**config.mk**
```make
export PLATFORM = sky130hd
export DESIGN_NAME = reward_critic
export DESIGN_NICKNAME = d
export VERILOG_FILES = /design/src/rtl/reward_critic.sv
export SDC_FILE = /design/constraint.sdc
export NUM_CORES = 1
export LEC_CHECK = 0
export BUFFER_PORTS_ARGS = -buffer_cell sky130_fd_sc_hd__buf_2
export CORE_ASPECT_RATIO = 1.75
export CORE_UTILIZATION = 43
export DETAILED_ROUTE_END_ITERATION = 10
export MAX_ROUTING_LAYER = met4
export PLACE_DENSITY_LB_ADDON = 0.2
export SKIP_CTS_REPAIR_TIMING = 1
export SYNTH_ARGS = -nofsm -noshare
export SYNTH_HDL_FRONTEND = slang
export SYNTH_SLANG_ARGS = --single-unit
```
**constraint.sdc**
```tcl
create_clock -name clk -period 2.1 [get_ports clk]
set_clock_uncertainty 0.15 [all_clocks]
set_input_delay 0.105 -clock clk [delete_from_list [all_inputs] [get_ports clk]]
set_output_delay 0.105 -clock clk [all_outputs]
set_load 0.02 [all_outputs]
```
**src/rtl/reward_critic.sv**
```systemverilog
// Trial-based reward source: counts post-synaptic spikes over a fixed window and
// drives a held reward level when the count lands inside the target band.
module reward_critic #(
  parameter int WINDOW_LEN  = 16,
  parameter int TARGET_MIN  = 2,
  parameter int TARGET_MAX  = 4,
  parameter int REWARD_HOLD = 4,
  parameter int CNT_W       = 8
) (
  input  logic             clk,
  input  logic             rst,
  input  logic             enable,
  input  logic             trial_start,
  input  logic             post_spike,
  output logic             reward,
  output logic             trial_done,
  output logic             hit,
  output logic [CNT_W-1:0] spike_count,
  output logic [3:0]       hit_streak,
  output logic             busy
);

  localparam int WIN_W  = $clog2(WINDOW_LEN + 1);
  localparam int HOLD_W = $clog2(REWARD_HOLD + 1);

  typedef enum logic [1:0] {IDLE, WINDOW, EVAL, REWARD} state_t;

  state_t             state;
  state_t             next_state;
  logic [WIN_W-1:0]   win_cnt;
  logic [HOLD_W-1:0]  hold_cnt;
  logic [CNT_W-1:0]   run_cnt;
  logic               win_last;
  logic               hold_last;
  logic               in_band;

  assign win_last  = (win_cnt == WIN_W'(WINDOW_LEN - 1));
  assign hold_last = (hold_cnt == HOLD_W'(REWARD_HOLD - 1));
  assign in_band   = (32'(run_cnt) >= 32'(TARGET_MIN)) && (32'(run_cnt) <= 32'(TARGET_MAX));
  assign busy      = (state != IDLE);

  always_comb begin
    next_state = state;
    trial_done = 1'b0;
    case (state)
      IDLE: begin
        if (trial_start && enable) next_state = WINDOW;
      end
      WINDOW: begin
        if (!enable)       next_state = IDLE;
        else if (win_last) next_state = EVAL;
      end
      EVAL: begin
        if (!enable) begin
          next_state = IDLE;
        end else begin
          trial_done = 1'b1;
          next_state = in_band ? REWARD : IDLE;
        end
      end
      REWARD: begin
        if (!enable || hold_last) next_state = IDLE;
      end
      default: next_state = IDLE;
    endcase
  end

  // Counters are cleared while idle so a spike on the accepting cycle is never counted.
  always_ff @(posedge clk) begin
    if (rst) begin
      state       <= IDLE;
      reward      <= 1'b0;
      hit         <= 1'b0;
      spike_count <= '0;
      hit_streak  <= 4'd0;
      win_cnt     <= '0;
      hold_cnt    <= '0;
      run_cnt     <= '0;
    end else begin
      state  <= next_state;
      reward <= (next_state == REWARD);
      case (state)
        IDLE: begin
          win_cnt  <= '0;
          run_cnt  <= '0;
          hold_cnt <= '0;
        end
        WINDOW: begin
          win_cnt <= win_cnt + 1'b1;
          if (post_spike && (run_cnt != {CNT_W{1'b1}})) run_cnt <= run_cnt + 1'b1;
        end
        EVAL: begin
          hold_cnt <= '0;
          if (enable) begin
            spike_count <= run_cnt;
            hit         <= in_band;
            if (!in_band)                 hit_streak <= 4'd0;
            else if (hit_streak != 4'd15) hit_streak <= hit_streak + 4'd1;
          end
        end
        REWARD: begin
          hold_cnt <= hold_cnt + 1'b1;
        end
        default: ;
      endcase
    end
  end

endmodule

```
# [Word-level counts from Yosys, hierarchy flattened]
# Cells that the tools add are included.
[totals] inputBits=5 ff_bits=32 word_cells=52 out_inout_bits=16
[classes] n_addsub=4 n_mux=15 n_eq_ne=10 order_cmp=2 n_reduce_logical=13
[op_table] op="$pmux 8 s2" count=1
[op_table] op="$mux 2" count=6
[op_table] op="$pmux 5 s2" count=1
[op_table] op="$add 8x1->8 const B" count=1
[op_table] op="$ge 8x2->1 const B" count=1
[op_table] op="$le 8x3->1 const B" count=1
[op_table] op="$mux 4" count=2
[op_table] op="$mux 8" count=1
[op_table] op="$ne 8x8->1 const B" count=1
[op_table] op="$pmux 2 s4" count=1
[op_table] op="$eq 2x2->1 const B" count=3
[op_table] op="$pmux 3 s2" count=1
[op_table] op="$reduce_bool 2->1" count=3
[op_table] op="$add 5x1->5 const B" count=1
[op_table] op="$eq 5x4->1 const B" count=1
[op_table] op="$add 4x1->4 const B" count=1
[op_table] op="$ne 4x4->1 const B" count=1
[op_table] op="$reduce_and 2->1" count=2
[op_table] op="$add 3x1->3 const B" count=1
[op_table] op="$eq 3x2->1 const B" count=1
[op_table] op="$logic_and 1x1->1" count=3
[op_table] op="$reduce_and 3->1" count=1
[op_table] op="$eq 2x1->1 const B" count=1
[op_table] op="$logic_not 2->1" count=1
[op_table] op="other kinds (6)" count=7

# [Logic depth before layout (Yosys ltp)]
[logic_depth] ltp_word=6 mapped_depth=6 depth_no_buf=6

# [Worst setup path before layout]
# OpenSTA, ideal clock, no wires.
[synth_timing] path_kind="flip-flop to flip-flop" startpoint="register run_cnt[3]" endpoint="register hit_streak[2]" n_path_buf=0 setup_slack_ps=312 setup_time_ps=79 arrival_ps=1558 path_stages_with_launch=5 path_cell_list="dfxtp_1 > or4_4 > nor4b_4 > o21ai_2 > a211oi_2"
[synth_via] elab_chain_len=4
[synth_lines] item="start, declared" line_no="32" source="logic [CNT_W-1:0] run_cnt;"
[synth_lines] item="start signal, assigned" line_no="90" source="if (post_spike && (run_cnt != {CNT_W{1'b1}})) run_cnt <= run_cnt + 1'b1;"
[synth_lines] item="$ge 8x2->1 or $le 8x3->1 (tied branches)" line_no="39" source="assign in_band = (32'(run_cnt) >= 32'(TARGET_MIN)) && (32'(run_cnt) <= 32'(TARGET_MAX));"
[synth_lines] item="$logic_and 1x1->1 *" line_no="39"
[synth_lines] item="$ne 2x1->1 (no line)"
[synth_lines] item="$reduce_and 3->1 (no line)"
[synth_lines] item="end signal, assigned" line_no="98" source="else if (hit_streak != 4'd15) hit_streak <= hit_streak + 4'd1;"
[synth_lines] item="end, declared" line_no="19" source="output logic [3:0] hit_streak,"
# Mark *: on every way between the ends. The rest lies on a longest branch, timed or not.
# A chain may end at the register's enable or synchronous reset.

# [Worst setup path in the final report]
[layout_timing] startpoint="register run_cnt[3]" endpoint="register hit_streak[1]"
# The elaborated chain is that of the path after synthesis.

==> impl_metrics.ini <==
[worst_hold_path]
hp-class = input pin to register

[cells_and_area]
n_antenna_cell = 0
drive_above_1_share = 0.1854
nets = 216
final_util = 0.5275
area_growth_pct = 16.52

[synth]
ys.flop_type = dfxtp_1
synth_top_area_frac = 0.4207
synth_cells = 182
synth-edff-count = 0
ys_ff_latch = 32
synth-seq-area-share = 0.4207
synth_cell_types = 39
yosysTopAreaCell = dfxtp_1
yosys-top-cells-area = dfxtp_1 42%, a21oi_1 6.6%, nand2_1 6.4%, ha_1 5.8%, nor2_1 4.2%
syn-cell-area_mm2 = 0.001523
syn_nets = 194
async_flop_share = 0
yosys_warnings = 0
syn_area_per_cell_um2 = 8.367

[drt]
drc = 0
wl_per_cell_um = 13.44
drt_iter0_drc = 18
wl_um = 3359
ant_nets = 0
post_drt_via_cell_ratio = 5.360
first_pass_iters = 4
vias = 1340

[grt]
grt_pass1_vias = 1261
grt.total_usage = 0.2125
grt_overflow = 0
antenna_found_initial = 0
grt_max_degree = 24
grt_pass1_wl_um = 5561

[run_status]
outcome = finished, final reports clean

[clock_tree]
htreeDepth = 2
cts_tree = yes
cts-root-buf = clkbuf_8
numCtsBuffers = 5
clock_sinks = 32
path_clk_slew_ns = 0.06
clk_latency_ns = 0.29
clock_path_buffers = 2

[floorplanning]
initial_core_util = 0.4528
fp.dieW_um = 46.99
dieArea_mm2 = 0.003793
num_rows = 28
fp.dieH_um = 80.72
ios = 21
core_area_mm2 = 0.003363

[power_and_ir_drop]
p_leak_nw = 0.6870
p_int_mw = 0.8831
power_density_mw_per_mm2 = 638.8
p_switching_mw = 0.2503
peakVddDrop_mv = 0.3787
combPwrFrac = 0.029
p_seq_frac = 0.541
switching_share = 0.2209
p_clk_frac = 0.431

[worst_setup_path]
critPathKind = register to register
required_ns = 2.17
arrival_ns = 2.01
startpoint_type = register
reg2reg_slack_ns = 0.16
end_kind = register
critPathMaxFanout = 8

[placed_design]
port_buffers = 20
hpwl_um = 2497
place_congestion = 0.8148

[sta]
finalWorstPathRequiredPeriod_ns = 1.942
worstMarginPinSlew_ns = 0.4788
min_period_over_period = 0.9248
rsz0062_at_grt = false
hold_viol = 0
slew_headroom = 0.6725
fmax_ghz = 0.5149
finalMaxSlewViolations = 0
setup-violations-final = 0
tns_ns = 0

[job]
drv_cap = 0
-- power by group through the flow --
stage                     Combinational [mW]  Clock, mW  Sequential (mW)
after CTS                             0.0315      0.495            0.613
after floorplan                       0.0207          0            0.625
after global placement                0.0300          0            0.626
final                                 0.0325      0.488            0.613
after detailed placement              0.0314          0            0.626
after global routing                  0.0365      0.524            0.613
-- cells in the mapped netlist (2+ instances only) --
cell type   n
a211oi_1    3
a21oi_1    20
a31oi_1     3
and3_1      5
clkbuf_1    9
dfxtp_1    32
ha_1        7
inv_1       5
nand2_1    26
nand2b_1    6
nand3_1     5
nand3b_1    3
nand4_1     4
nor2_1     17
nor2b_1     2
nor3_1      3
nor3b_1     2
o21ai_0     4
xnor2_1     4
xor2_1      3
-- kinds of logic after synthesis --
group | Yosys count | synth area share
and+or+nand+nor | 83 | 0.2917
muxes | 1 | 0.006574
buffers and inverters | 15 | 0.03697
adders and majority gates | 7 | 0.05752
xor gates and xnor gates | 7 | 0.04026
AOI/OAI and AO/OA | 37 | 0.1463
DFF | 32 | 0.4207
-- worst paths after layout --
kind / startpoint / endpoint / depth (start not counted)
setup / recovery: run_cnt[3]$_SDFFE_PP0P_ / hit_streak[1]$_SDFFE_PP0P_ / 4
hold / removal: rst / win_cnt[1]$_SDFFE_PP0P_ / 2
setup reg to reg: run_cnt[3]$_SDFFE_PP0P_ / hit_streak[1]$_SDFFE_PP0P_ / 4
hold reg to reg: spike_count[3]$_SDFFE_PP0P_ / spike_count[3]$_SDFFE_PP0P_ / 2
-- metrics by stage --
stage | setup WS (ns) | total power, mW | hold slack, ns | instances | instance area [um^2]
final | 0.1579 | 1.133 | 0.06269 | 250 | 1774
after global routing | 0.04793 | 1.174 | 0.1008 | 250 | 1774
after floorplan | 0.3123 | 0.6453 | 0.09940 | 182 | 1523
after detailed placement | 0.1791 | 0.6576 | 0.2506 | 241 | 1672
after global placement | 0.2064 | 0.6561 | 0.2385 | 241 | 1672
after CTS | 0.1544 | 1.139 | -0.05487 | 249 | 1764
-- registers in the layout (all words and copies together), names as in the netlist --
| register | flops |
|---|---|
| win_cnt | 5 |
| hit_streak | 4 |
| spike_count | 8 |
| reward | 1 |
| hit | 1 |
| state | 2 |
| hold_cnt | 3 |
| run_cnt | 8 |
-- layout by cell type, fill, tap and decap left out, types with 2 or more instances in the layout --
cell type	instances
xnor2_1	4
buf_2	20
clkbuf_8	6
nand3_1	5
a211oi_1	3
nor2b_1	2
xor2_1	3
buf_4	4
and3_1	5
ha_1	7
inv_1	5
nand3b_1	3
clkinv_2	2
nand2b_1	6
a21oi_1	20
nand4_1	4
nand2_1	26
dfxtp_1	32
nor2_1	17
a31oi_1	3
nor3b_1	2
o21ai_0	4
nor3_1	3
-- per-layer routing --
layer / global-route usage / share of wire
met1: 0.2236 / 0.40
met2: 0.3472 / 0.55
met3: 0.05393 / 0.028
met4: 0.1143 / 0.028
met5: - / 0
-- worst max-delay path, cell delays in order, from the launching register on --
cell and delay, ns:
dfxtp_1 0.37, or4_4 0.57, nor4b_4 0.44, nand3_1 0.16, a31oi_1 0.18
-- area by class of cell --
class / count / area, um^2
flip-flops and latches: 32 / 640.6
repair buffers: 25 / 140.1
clock buffers: 6 / 82.58
inverters: 5 / 18.77
clock inverters: 2 / 10.01
fillers: 341 / 1589
multi-input cells: 135 / 825.8
well taps: 45 / 56.30
Power figures use the tool's default switching activity.
